<file path="src/rtl/rob_alloc_ctrl.sv">
// rob_alloc_ctrl: ROB occupancy bookkeeping and in-order id allocation for a
// dual-issue rename stage. It grants up to two ids per cycle at the tail and
// reclaims up to two retired ids per cycle at the head. A flush empties the ROB
// and closes allocation for FLUSH_STALL cycles.
//
// Ports:
//   clk, rst_n     clock, synchronous active-low reset
//   alloc_req_i    per-slot allocation request (bit0 = older slot)
//   alloc_ready_o  allocation accepted this cycle
//   alloc_id_o     ids for slot0/slot1 (valid whenever requested)
//   alloc_fire_o   granted slots
//   retire_i       entries retired at head (bit1 only valid with bit0)
//   flush_i        pipeline flush
//   head_o/tail_o  oldest live entry / next entry to allocate
//   count_o        live entries, empty_o/full_o derived from it
//   err_o          sticky retire protocol violation
//
// state | meaning
// RUN   | normal operation, allocation open subject to occupancy
// DRAIN | post-flush stall, allocation closed
module rob_alloc_ctrl #(
  parameter int ROB_DEPTH   = 64,
  parameter int ROB_WIDTH   = 6,
  parameter int RESERVE     = 2,
  parameter int FLUSH_STALL = 2
) (
  input  logic                      clk,
  input  logic                      rst_n,
  input  logic [1:0]                alloc_req_i,
  output logic                      alloc_ready_o,
  output logic [1:0][ROB_WIDTH-1:0] alloc_id_o,
  output logic [1:0]                alloc_fire_o,
  input  logic [1:0]                retire_i,
  input  logic                      flush_i,
  output logic [ROB_WIDTH-1:0]      head_o,
  output logic [ROB_WIDTH-1:0]      tail_o,
  output logic [ROB_WIDTH:0]        count_o,
  output logic                      empty_o,
  output logic                      full_o,
  output logic                      err_o
);

  typedef enum logic {RUN = 1'b0, DRAIN = 1'b1} state_t;

  localparam logic [ROB_WIDTH:0] READY_MAX = (ROB_WIDTH+1)'(ROB_DEPTH - 2 - RESERVE);
  localparam logic [ROB_WIDTH:0] FULL_CNT  = (ROB_WIDTH+1)'(ROB_DEPTH);
  localparam logic [3:0]         DRAIN_LD  = 4'(FLUSH_STALL - 1);

  state_t                 state_q, state_d;
  logic [3:0]             drain_q, drain_d;
  logic [ROB_WIDTH-1:0]   head_q, tail_q;
  logic [ROB_WIDTH:0]     count_q;
  logic                   err_q;

  logic [1:0]             nalloc;
  logic [1:0]             ret_pop;
  logic [1:0]             nretire;
  logic                   viol;

  assign alloc_ready_o = (state_q == RUN) && !flush_i && (count_q <= READY_MAX);
  assign alloc_fire_o  = alloc_req_i & {2{alloc_ready_o}};

  // Slot1 gets tail only when slot0 is not requesting, so ids stay hole-free.
  assign alloc_id_o[0] = tail_q;
  assign alloc_id_o[1] = tail_q + ROB_WIDTH'(alloc_req_i[0]);

  assign nalloc  = {1'b0, alloc_fire_o[0]} + {1'b0, alloc_fire_o[1]};
  assign ret_pop = {1'b0, retire_i[0]} + {1'b0, retire_i[1]};

  // Retire is clamped to the live count so count never underflows.
  always_comb begin
    viol    = (retire_i == 2'b10);
    nretire = ret_pop;
    if ((ROB_WIDTH+1)'(ret_pop) > count_q) begin
      viol    = 1'b1;
      nretire = count_q[1:0];
    end
  end

  always_comb begin
    state_d = state_q;
    drain_d = drain_q;
    if (flush_i) begin
      state_d = DRAIN;
      drain_d = DRAIN_LD;
    end else begin
      case (state_q)
        RUN:   ;
        DRAIN: begin
          if (drain_q == 4'd0) state_d = RUN;
          else                 drain_d = drain_q - 4'd1;
        end
        default: state_d = RUN;
      endcase
    end
  end

  always_ff @(posedge clk) begin
    if (!rst_n) begin
      state_q <= RUN;
      drain_q <= 4'd0;
      head_q  <= '0;
      tail_q  <= '0;
      count_q <= '0;
      err_q   <= 1'b0;
    end else begin
      state_q <= state_d;
      drain_q <= drain_d;
      if (flush_i) begin
        head_q  <= '0;
        tail_q  <= '0;
        count_q <= '0;
      end else begin
        head_q  <= head_q + ROB_WIDTH'(nretire);
        tail_q  <= tail_q + ROB_WIDTH'(nalloc);
        count_q <= count_q + (ROB_WIDTH+1)'(nalloc) - (ROB_WIDTH+1)'(nretire);
        // Retires on a flush cycle are discarded, so they cannot violate.
        if (viol) err_q <= 1'b1;
      end
    end
  end

  assign head_o  = head_q;
  assign tail_o  = tail_q;
  assign count_o = count_q;
  assign empty_o = (count_q == '0);
  assign full_o  = (count_q == FULL_CNT);
  assign err_o   = err_q;

endmodule
</file>
<file path="config.mk">
export PLATFORM = sky130hd
export DESIGN_NAME = rob_alloc_ctrl
export DESIGN_NICKNAME = d
export VERILOG_FILES = /design/src/rtl/rob_alloc_ctrl.sv
export SDC_FILE = /design/constraint.sdc
export NUM_CORES = 1
export LEC_CHECK = 0
export CORE_ASPECT_RATIO = 0.6
export CORE_MARGIN = 2
export CORE_UTILIZATION = 60
export DETAILED_ROUTE_END_ITERATION = 7
export DONT_BUFFER_PORTS = 1
export PLACE_DENSITY = 0.76
export SYNTH_ARGS = -nofsm -noshare
export SYNTH_HDL_FRONTEND = slang
export SYNTH_SLANG_ARGS = --single-unit
</file>
<file path="constraint.sdc">
create_clock -name clk -period 6.24 [get_ports clk]
set_input_delay 0.936 -clock clk [delete_from_list [all_inputs] [get_ports clk]]
set_output_delay 0.936 -clock clk [all_outputs]
set_load 0.1 [all_outputs]
</file>
==> results of run 1 <==
## power by group through the flow
stage	registers (mW)	clock network [mW]	logic [mW]
finish	0.286	0.0964	0.687
global route	0.290	0.107	0.743
CTS	0.286	0.0976	0.685
detailed placement	0.290	0	0.681
global placement	0.288	0	0.657
floorplan	0.384	0	0.426
## synth_stat cells (3+ instances only)
library cell and n:
xnor2_1 9, ha_1 27, nor2b_1 3, nor4_1 4
dfxtp_1 25, and2_1 7, nand3_1 7, xor2_1 8
or3_1 3, mux2i_1 3, inv_1 18, nor2_1 17
buf_4 6, a21oi_1 8, fa_1 4, nand2_1 5
nor3_1 3, buf_2 3
## layout make-up
cell class              instances  area, um^2
flip-flops and latches         25         508
clock buffers                   4        45.0
multi-input cells             134        1150
inverters                      18        67.6
fillers                       188         672
well taps                      32        40.0
repair buffers                 12         125
## routing by layer
layer  up-vias  GRT usage
met5         -          0
met4         0     0.0667
met3         4     0.0664
met2        33      0.373
met1       578      0.316
li1        639          -
## critical path: cells and delay by family (launching register included)
family                   cells  cell delay, ps
multiplexers                 1             180
buffers and inverters        2             620
AND/OR/NAND/NOR              4             530
flip-flops                   1            1110
AO/OA/AOI/OAI                2             440
adder cells (fa/ha/maj)      4            1600
## kinds of logic (layout without fill, tap and decap cells)
group	count (synthesis)	after routing
AND/OR/NAND/NOR	61	61
adder cells (fa/ha/maj)	31	31
buffers and inverters	27	34
flip-flops	25	25
AO/OA/AOI/OAI	21	21
XOR/XNOR	17	17
multiplexers	4	4
## through the flow
step | hold WS [ps] | cell area (um^2) | instances | power [mW] | setup slack [ps]
6_report | 537 | 1940 | 225 | 1.07 | 1630
5_1_grt | 589 | 1940 | 225 | 1.14 | 1380
4_1_cts | 547 | 1940 | 225 | 1.07 | 1630
3_5_place_dp | 538 | 1890 | 221 | 0.971 | 1650
3_3_place_gp | 495 | 1890 | 221 | 0.946 | 1870
2_1_floorplan | 486 | 1730 | 186 | 0.810 | 95.1
## cells in the final DEF (no fill, tap or decap), types with 3 or more instances in the layout
master and count:
nor2b_1 3, dfxtp_2 6, or3_1 3, mux2i_1 3, nor3_1 3, clkbuf_8 3
nand3_1 7, buf_4 10, a21oi_1 8, dfxtp_1 19, inv_1 18, fa_1 4
xor2_1 6, xnor2_1 7, ha_1 27, nand2_1 5, nor2_1 17, and2_1 7
## flip-flops by register name, summed over array words and instances (netlist names)
register  flops
count_o       7
drain_q       4
err_o         1
head_o        6
state_q       1
tail_o        6
## worst max path at each step
stage	from	end	slack, ps	depth (start not counted)
finish	count_o[2]$_SDFF_PP0_	count_o[6]$_SDFF_PP0_	1630	13
global route	count_o[2]$_SDFF_PP0_	count_o[6]$_SDFF_PP0_	1380	13
CTS	count_o[2]$_SDFF_PP0_	count_o[6]$_SDFF_PP0_	1630	13
detailed placement	count_o[2]$_SDFF_PP0_	count_o[6]$_SDFF_PP0_	1650	13
global placement	count_o[2]$_SDFF_PP0_	count_o[6]$_SDFF_PP0_	1870	13
floorplan	count_o[6]$_SDFF_PP0_	count_o[6]$_SDFF_PP0_	100	13
==> run_results.csv, run 1 <==
group,metric,value,unit
global_routing,via_count_of_the_first_global_routing_pass,1269,
global_routing,grt_start_max_net_pins,22,
clocking,clockBufferDepth,2,
logic_synthesis,yosys_warnings,0,
timing,min_period_over_period,0.738,
critical_path,critPathArrivalTime,4760,ps
floorplan,die_height,45.5,um
logic_synthesis,synth_top_area_cell,"dfxtp_1",
critical_path,timing.reg2reg.setup_slack,1630,ps
power_and_ir_drop,leakage,0.829,nW
clocking,cts_made_buffers,3,
critical_path,worstPathCellList,"ha_1, a31oi_1, nor4_4, buf_4, and2_1, buf_4, ha_1, fa_1, fa_1, a211oi_1, nor3_1, mux2i_1, nand3_1",
detailed_routing,routed_via_density,5.57,
critical_path,cp_data_required_time,6390,ps
outcome,run_status,"complete, no violations",
clocking,worst_setup_hold_path_clk_slew,90,ps
clocking,cts_sinks,25,
timing,clock_skew,5.23,ps
layout,layout.core_utilization,0.743,
detailed_routing,top_layer_used,"met4",
clocking,ctsResizeCount,0,
logic_synthesis,asyncSetResetFlopFracSynth,0,
critical_path,crit_slowest_cell,"dfxtp_1",
clocking,count_of_hold_fix_buffers_inserted_at_cts,0,
critical_path,worst_r2r_path_depth,13,
floorplan,ios,44,
timing,drv_slew,0,
floorplan,fp.dieArea,0.00333,mm^2
power_and_ir_drop,vdd_drop_max,0.356,mV
hold_path,min-delay-path-class,"reg -> reg",
timing,timing_worst_slew_pin_value,1180,ps
critical_path,reg_to_reg_startpoint,"count_o[2]$_SDFF_PP0_",
critical_path,crit_type,"reg -> reg",
logic_synthesis,dominant_combinational_cell_family_by_area_after_synthesis,"adder cells",
clocking,post_cts_buffers,0,
power_and_ir_drop,power_frac_clock,0.090,
timing,setup_total_neg_slack,0,ps
logic_synthesis,yosysSeqAreaShare,0.290,
floorplan,row_count,14,
timing,setup_viol,0,
logic_synthesis,yosys.area_share.simple,0.200,
critical_path,cp-start-kind,"register",
layout,final_layout_size_suffix_gt1_frac,0.166,
global_routing,global_route.overflow_total,0,
clocking,tritoncts,"yes",
logic_synthesis,synth_nets,224,
detailed_routing,totalWireLength,3410,um
power_and_ir_drop,net-switching-power,597,uW
timing,finalCriticalPeriod,4610,ps
detailed_routing,wl_per_cell,15.1,um
clocking,clockRootBuffer,"clkbuf_8",
critical_path,crit-reg2reg-capture,"count_o[6]$_SDFF_PP0_",
timing,timing.fmax,217,MHz
logic_synthesis,post_synth_fa_ha_maj_area_fraction,0.243,
global_routing,grt_pass1_wl,5890,um
critical_path,worst_setup_path_end_kind,"register",
logic_synthesis,syn_avg_cell_area,9.26,um^2
timing,grt_setup_unrepaired,"false",
hold_path,worstHoldEndpoint,"drain_q[1]$_SDFFE_PP0P_",
hold_path,timing.hold.worst.start,"drain_q[1]$_SDFFE_PP0P_",
logic_synthesis,synthXorXnorAreaFrac,0.0864,
detailed_routing,num_vias,1254,
logic_synthesis,yosys-top-cells-area,"dfxtp_1, ha_1, fa_1, xnor2_1, xor2_1",
detailed_routing,dr_iter_0_viols,80,
logic_synthesis,synth_flop_cell,"dfxtp_1",
logic_synthesis,number_of_distinct_standard_cells_referenced_by_the_synthesized_netlist,38,
floorplan,start_util,0.660,
clocking,clock_insertion_delay_worst_skew,270,ps
detailed_routing,route.met2.wl,1600,um
global_routing,grt_use_total,0.235,
layout,design.final.nets,232,
power_and_ir_drop,cell_internal_pwr,473,uW
global_routing,antenna_found_initial,0,
layout,layout-area-overhead-vs-synth,12.5,%
logic_synthesis,compound_gate_fraction_of_synth_area,0.0828,
detailed_routing,ant_nets,0,
place,numPortBuffers,0,
clocking,cts.htree.levels,1,
logic_synthesis,syn-cell-area,0.00172,mm^2
logic_synthesis,synth_edf_count,0,
job,max-cap-violations,0,
logic_synthesis,synth.area.mux_share,0.0240,
detailed_routing,firstDrtPassIters,6,
layout,antenna_cells_inserted,0,
critical_path,worst-path-max-fanout,6,
detailed_routing,wl_met3,151,um
power_and_ir_drop,sequentialPowerShare,0.268,
place,dp.final_hpwl,2740,um
floorplan,die_w,73.2,um
logic_synthesis,post_synth_inst_count,186,
logic_synthesis,synth_seq_cells,25,
timing,worst_case_headroom_to_the_max_slew_limit,0.213,
logic_synthesis,yosysTopAreaCellShare,0.290,
power_and_ir_drop,combinational_share_of_power,0.642,
detailed_routing,m1WireLength,1610,um
hold_path,worstHoldPathCells,2,
floorplan,core_region_area,0.00261,mm^2
place,gp_congestion,0.792,
power_and_ir_drop,power.density,552,mW/mm^2
power_and_ir_drop,netSwitchingFraction,0.558,
critical_path,worst_path_largest_cell_delay,1110,ps
timing,timing.final.hold_violations,0,
detailed_routing,drc_errors,0,
Power figures use the tool's default switching activity.
==> run 2, diff against run 1 <==
--- a/config.mk
+++ b/config.mk
@@ -7,10 +7,10 @@
 export LEC_CHECK = 0
 export CORE_ASPECT_RATIO = 0.6
 export CORE_MARGIN = 2
-export CORE_UTILIZATION = 60
+export CORE_UTILIZATION = 57
 export DETAILED_ROUTE_END_ITERATION = 7
 export DONT_BUFFER_PORTS = 1
-export PLACE_DENSITY = 0.76
+export PLACE_DENSITY = 0.75
 export SYNTH_ARGS = -nofsm -noshare
 export SYNTH_HDL_FRONTEND = slang
 export SYNTH_SLANG_ARGS = --single-unit
==> constraint.sdc (replaced) <==
create_clock -name clk -period 4.2 [get_ports clk]
set_input_delay 0.63 -clock clk [delete_from_list [all_inputs] [get_ports clk]]
set_output_delay 0.63 -clock clk [all_outputs]
set_load 0.1 [all_outputs]
==> run_results.csv, run 2 (synthesized netlist as in run 1, its figures left out) <==
group,metric,value,unit
detailed_routing,dr_iter_0_viols,50,
clocking,post_cts_buffers,0,
timing,clock_skew,8.21,ps
power_and_ir_drop,net-switching-power,932,uW
clocking,ctsResizeCount,0,
clocking,cts_made_buffers,3,
detailed_routing,wl_met3,199,um
global_routing,via_count_of_the_first_global_routing_pass,1351,
floorplan,die_height,46.6,um
timing,grt_setup_unrepaired,"false",
floorplan,row_count,15,
detailed_routing,route.met2.wl,1870,um
detailed_routing,num_vias,1324,
layout,commonest_cells_after_routing_fill_and_taps_aside,"ha_1, nor2_1, inv_1",
power_and_ir_drop,netSwitchingFraction,0.559,
critical_path,worst_setup_path_end_kind,"register",
floorplan,die_w,75.0,um
detailed_routing,firstDrtPassIters,4,
critical_path,crit_type,"reg -> reg",
timing,finalCriticalPeriod,3500,ps
detailed_routing,top_layer_used,"met4",
place,numPortBuffers,0,
layout,design.final.nets,235,
clocking,worst_setup_hold_path_clk_slew,90,ps
hold_path,worstHoldEndpoint,"err_o$_SDFFE_PN0P_",
layout,antenna_cells_inserted,0,
critical_path,worst_r2r_path_depth,13,
global_routing,grt_start_max_net_pins,22,
timing,final.hold.worst_slack,470,ps
timing,min_period_over_period,0.834,
critical_path,timing.reg2reg.setup_slack,700,ps
clocking,cts.htree.levels,1,
floorplan,ios,44,
clocking,clock_insertion_delay_worst_skew,280,ps
place,gp_congestion,0.933,
layout,layout.core_utilization,0.726,
power_and_ir_drop,power_frac_clock,0.088,
timing,drv_slew,0,
clocking,clockRootBuffer,"clkbuf_8",
power_and_ir_drop,vdd_drop_max,0.589,mV
layout,final_area,0.00208,mm^2
clocking,clockBufferDepth,2,
floorplan,start_util,0.600,
hold_path,timing.hold.worst.start,"rst_n",
critical_path,cp_data_required_time,4360,ps
outcome,run_status,"complete, no violations",
timing,worst_case_headroom_to_the_max_slew_limit,0.286,
power_and_ir_drop,leakage,0.856,nW
layout,flip_flop_count_of_the_largest_register_all_copies_and_words_added,7,
critical_path,worstPathCellList,"ha_1, nand2_1, nor3_1, nor4_4, mux2i_1, ha_4, inv_2, ha_4, fa_2, a211oi_2, nor3_1, mux2i_1, nand3_1",
place,dp.final_hpwl,3030,um
detailed_routing,drc_errors,0,
hold_path,min-delay-path-class,"in -> reg",
layout,final_layout_size_suffix_gt1_frac,0.291,
floorplan,fp.dieArea,0.00349,mm^2
power_and_ir_drop,cell_internal_pwr,735,uW
critical_path,cp-start-kind,"register",
timing,setup_viol,0,
critical_path,critPathArrivalTime,3660,ps
hold_path,worstHoldPathCells,1,
detailed_routing,m1WireLength,1690,um
job,max-cap-violations,0,
clocking,tritoncts,"yes",
clocking,cts_sinks,25,
detailed_routing,wl_per_cell,16.0,um
floorplan,core_region_area,0.00287,mm^2
power_and_ir_drop,combinational_share_of_power,0.576,
timing,timing.final.hold_violations,0,
power_and_ir_drop,sequentialPowerShare,0.336,
place,detailed_place.area,0.00204,mm^2
critical_path,crit_slowest_cell,"dfxtp_2",
global_routing,grt_pass1_wl,5980,um
timing,timing_worst_slew_pin_value,1070,ps
critical_path,reg_to_reg_startpoint,"count_o[0]$_SDFF_PP0_",
global_routing,antenna_found_initial,0,
global_routing,grt_use_total,0.233,
clocking,count_of_hold_fix_buffers_inserted_at_cts,0,
timing,timing.fmax,286,MHz
layout,layout-area-overhead-vs-synth,21.0,%
power_and_ir_drop,power.density,800,mW/mm^2
critical_path,crit-reg2reg-capture,"count_o[6]$_SDFF_PP0_",
critical_path,worst_path_largest_cell_delay,810,ps
layout,most_common_cell_after_layout_fill_and_taps_aside,"ha_1",
detailed_routing,totalWireLength,3820,um
detailed_routing,routed_via_density,5.56,
global_routing,global_route.overflow_total,0,
power_and_ir_drop,post-layout-total-power,1.67,mW
critical_path,worst-path-max-fanout,7,
detailed_routing,ant_nets,0,
## run 2: cell count changes in the layout (fill, tap and decap cells not counted), sizes merged
cell / delta
buf: +3
clkinv: +1
clkbuf: -1
## run 2: final cells by class
cell class / instances / area [um^2]
Timing Repair Buffer: 15 / 148
Fill cell: 219 / 787
Sequential cell: 25 / 529
Inverter: 18 / 70.1
Multi-Input combinational cell: 134 / 1240
Clock buffer: 3 / 41.3
Clock inverter: 1 / 5.00
Tap cell: 42 / 52.6
## run 2: per-layer routing
metal  global-route usage  vias up
met3               0.0678        9
li1                     -      647
met4               0.0571        0
met5                    0        -
met2                0.402       27
met1                0.290      641
## run 2: critical path, delay by kind of cell, from the launching register on
kind / cells / cell delay [ps]
flip-flops: 1 / 810
buffers and inverters: 1 / 60
adder cells (fa/ha/maj): 4 / 990
multiplexers: 2 / 650
AND/OR/NAND/NOR: 5 / 790
AO/OA/AOI/OAI: 1 / 70
## run 2: how the worst max path moves through the flow
stage	startpoint	to	slack [ps]
final	count_o[0]$_SDFF_PP0_	count_o[6]$_SDFF_PP0_	700
after global routing	count_o[0]$_SDFF_PP0_	count_o[6]$_SDFF_PP0_	590
after global placement	retire_i[0]	count_o[6]$_SDFF_PP0_	690
after CTS	count_o[0]$_SDFF_PP0_	count_o[6]$_SDFF_PP0_	730
after floorplan	count_o[3]$_SDFF_PP0_	empty_o	-40
after detailed placement	retire_i[0]	count_o[6]$_SDFF_PP0_	640
## run 2: per-stage QoR
step | TNS [ps] | setup slack (ps) | std cells
floorplan | -103 | -35.9 | 186
global placement | 0 | 689 | 234
detailed placement | 0 | 641 | 234
CTS | 0 | 731 | 238
global route | 0 | 592 | 238
finish | 0 | 699 | 238
## run 2: power by group through the flow
stage               Clock, mW  Combinational [mW]  Sequential, mW
floorplan                   0               0.679           0.592
CTS                     0.149               0.957           0.560
detailed placement          0               0.952           0.565
global route            0.156                1.04           0.565
global placement            0               0.899           0.564
finish                  0.147               0.960           0.560
==> run 3, diff against run 2 <==
==> constraint.sdc (replaced) <==
create_clock -name clk -period 2.92 [get_ports clk]
set_input_delay 0.438 -clock clk [delete_from_list [all_inputs] [get_ports clk]]
set_output_delay 0.438 -clock clk [all_outputs]
set_load 0.1 [all_outputs]
==> run_results.csv, run 3 (synthesized netlist as in run 1, its figures left out) <==
group,metric,value,unit
timing,worst_case_headroom_to_the_max_slew_limit,0.311,
global_routing,global_route.overflow_total,0,
floorplan,row_count,15,
layout,final_area,0.00245,mm^2
global_routing,grt_use_total,0.291,
critical_path,cp_data_required_time,3070,ps
clocking,cts.htree.levels,1,
power_and_ir_drop,post-layout-total-power,2.88,mW
global_routing,grt_pass1_wl,7200,um
critical_path,crit_type,"reg -> reg",
critical_path,critical_path.endpoint,"count_o[6]$_SDFF_PP0_",
global_routing,global_route_track_usage_on_met2,0.523,
critical_path,cp-startpoint,"count_o[1]$_SDFF_PP0_",
clocking,worst_setup_hold_path_clk_slew,90,ps
timing,setup_ws,-109,ps
layout,layout.core_utilization,0.853,
place,placed_cells_incl_taps,257,
timing,timing.final.hold_violations,0,
layout,flip_flop_count_of_the_largest_register_all_copies_and_words_added,7,
global_routing,grt_peak_use_layer,"met2",
outcome,failing_checks,"setup timing",
detailed_routing,routed_via_density,5.60,
clocking,clockBufferDepth,2,
clocking,clock_insertion_delay_worst_skew,280,ps
critical_path,worst_setup_path_end_kind,"register",
critical_path,critPathArrivalTime,3180,ps
floorplan,fp.dieArea,0.00349,mm^2
timing,min_period_over_period,1.04,
floorplan,start_util,0.600,
layout,most_common_cell_after_layout_fill_and_taps_aside,"buf_4",
timing,timing.fmax,330,MHz
hold_path,min-delay-path-class,"in -> reg",
timing,setup_viol,3,
job,max-cap-violations,0,
layout,design.final.nets,265,
global_routing,grt_util_met3,0.0678,
critical_path,worst-path-max-fanout,3,
detailed_routing,ant_nets,0,
detailed_routing,drc_errors,0,
critical_path,worst_r2r_path_depth,11,
place,gp_congestion,0.911,
detailed_routing,firstDrtPassIters,4,
global_routing,antenna_found_initial,0,
layout,commonest_cells_after_routing_fill_and_taps_aside,"buf_4, nor2_1, ha_1",
clocking,tritoncts,"yes",
clocking,clockRootBuffer,"clkbuf_8",
floorplan,die_height,46.6,um
place,numPortBuffers,0,
global_routing,via_count_of_the_first_global_routing_pass,1538,
detailed_routing,totalWireLength,4810,um
layout,final_layout_size_suffix_gt1_frac,0.469,
layout,finalNonFillerCells,268,
clocking,cts_sinks,25,
floorplan,die_w,75.0,um
timing,finalCriticalPeriod,3030,ps
timing,timing_worst_slew_pin_value,1030,ps
power_and_ir_drop,leakage,1.03,nW
global_routing,globalRouteMet1Util,0.337,
floorplan,core_region_area,0.00287,mm^2
critical_path,timing.reg2reg.setup_slack,-110,ps
timing,final.hold.worst_slack,273,ps
layout,antenna_cells_inserted,0,
critical_path,reg_to_reg_startpoint,"count_o[1]$_SDFF_PP0_",
timing,setup_total_neg_slack,-193,ps
global_routing,grt_start_max_net_pins,15,
clocking,cts_made_buffers,3,
timing,grt_setup_unrepaired,"true",
detailed_routing,num_vias,1500,
detailed_routing,wl_per_cell,18.0,um
place,post-place-ws,-433,ps
place,detailed_place.area,0.00226,mm^2
timing,clock_skew,7.45,ps
timing,drv_slew,0,
floorplan,ios,44,
detailed_routing,dr_iter_0_viols,76,
place,dp.final_hpwl,3350,um
outcome,run_status,"finished with violations",
layout,layout-area-overhead-vs-synth,42.2,%
power_and_ir_drop,power.density,1170,mW/mm^2
critical_path,cp-start-kind,"register",
critical_path,crit-reg2reg-capture,"count_o[6]$_SDFF_PP0_",
power_and_ir_drop,vdd_drop_max,1.06,mV
run 3: cell count changes in the layout (fill, tap and decap cells not counted), moves of 2 or more:
cell	change
fa_1	-2
buf_4	+28
ha_2	+4
inv_1	-6
ha_1	-6
inv_2	+6
fa_2	+2
nor3_1	-2
ha_4	+2
run 3: critical path, stage by stage (launching register included):
cell      delay [ps]
dfxtp_2          350
inv_2             50
ha_4             300
a21oi_4           70
nor4_4           350
mux2i_1          290
fa_2             510
fa_2             370
a211oi_2         210
nor3_2            70
mux2i_1          230
nand3_1          120
run 3: worst min path at each step:
stage / startpoint / end / slack [ps] / cells past startpoint
detailed placement: drain_q[1]$_SDFFE_PP0P_ / drain_q[1]$_SDFFE_PP0P_ / 540 / 2
global route: rst_n / state_q$_SDFF_PN0_ / 280 / 1
finish: rst_n / state_q$_SDFF_PN0_ / 270 / 1
CTS: rst_n / state_q$_SDFF_PN0_ / 280 / 1
floorplan: drain_q[1]$_SDFFE_PP0P_ / drain_q[1]$_SDFFE_PP0P_ / 490 / 2
global placement: drain_q[1]$_SDFFE_PP0P_ / drain_q[1]$_SDFFE_PP0P_ / 500 / 2
run 3: metal layers:
layer | part of all wire | vias up
met5 | 0 | -
met4 | 0.019 | 0
met3 | 0.079 | 10
met2 | 0.52 | 62
met1 | 0.39 | 727
li1 | - | 701
run 3: layout make-up:
cell class / count / area [um^2]
flip-flops and latches: 25 / 529
well taps: 42 / 52.6
clock buffers: 4 / 45.0
multi-input cells: 134 / 1360
fillers: 154 / 422
repair buffers: 45 / 397
inverters: 18 / 70.1
run 3: report_power, final:
group          internal, mW  switching [mW]  leakage, nW
Combinational         0.863            1.28        0.794
Clock                0.0980           0.115       0.0228
Sequential            0.415          0.0997        0.211
Total                  1.38            1.50         1.03
run 3: what timing repair did:
action                     4_1_cts  5_1_grt
gates resized for setup         14       10
setup buffers                    5        2
pin swaps                       12       11
setup endpoints to repair        4        5
hold buffers                     0        0
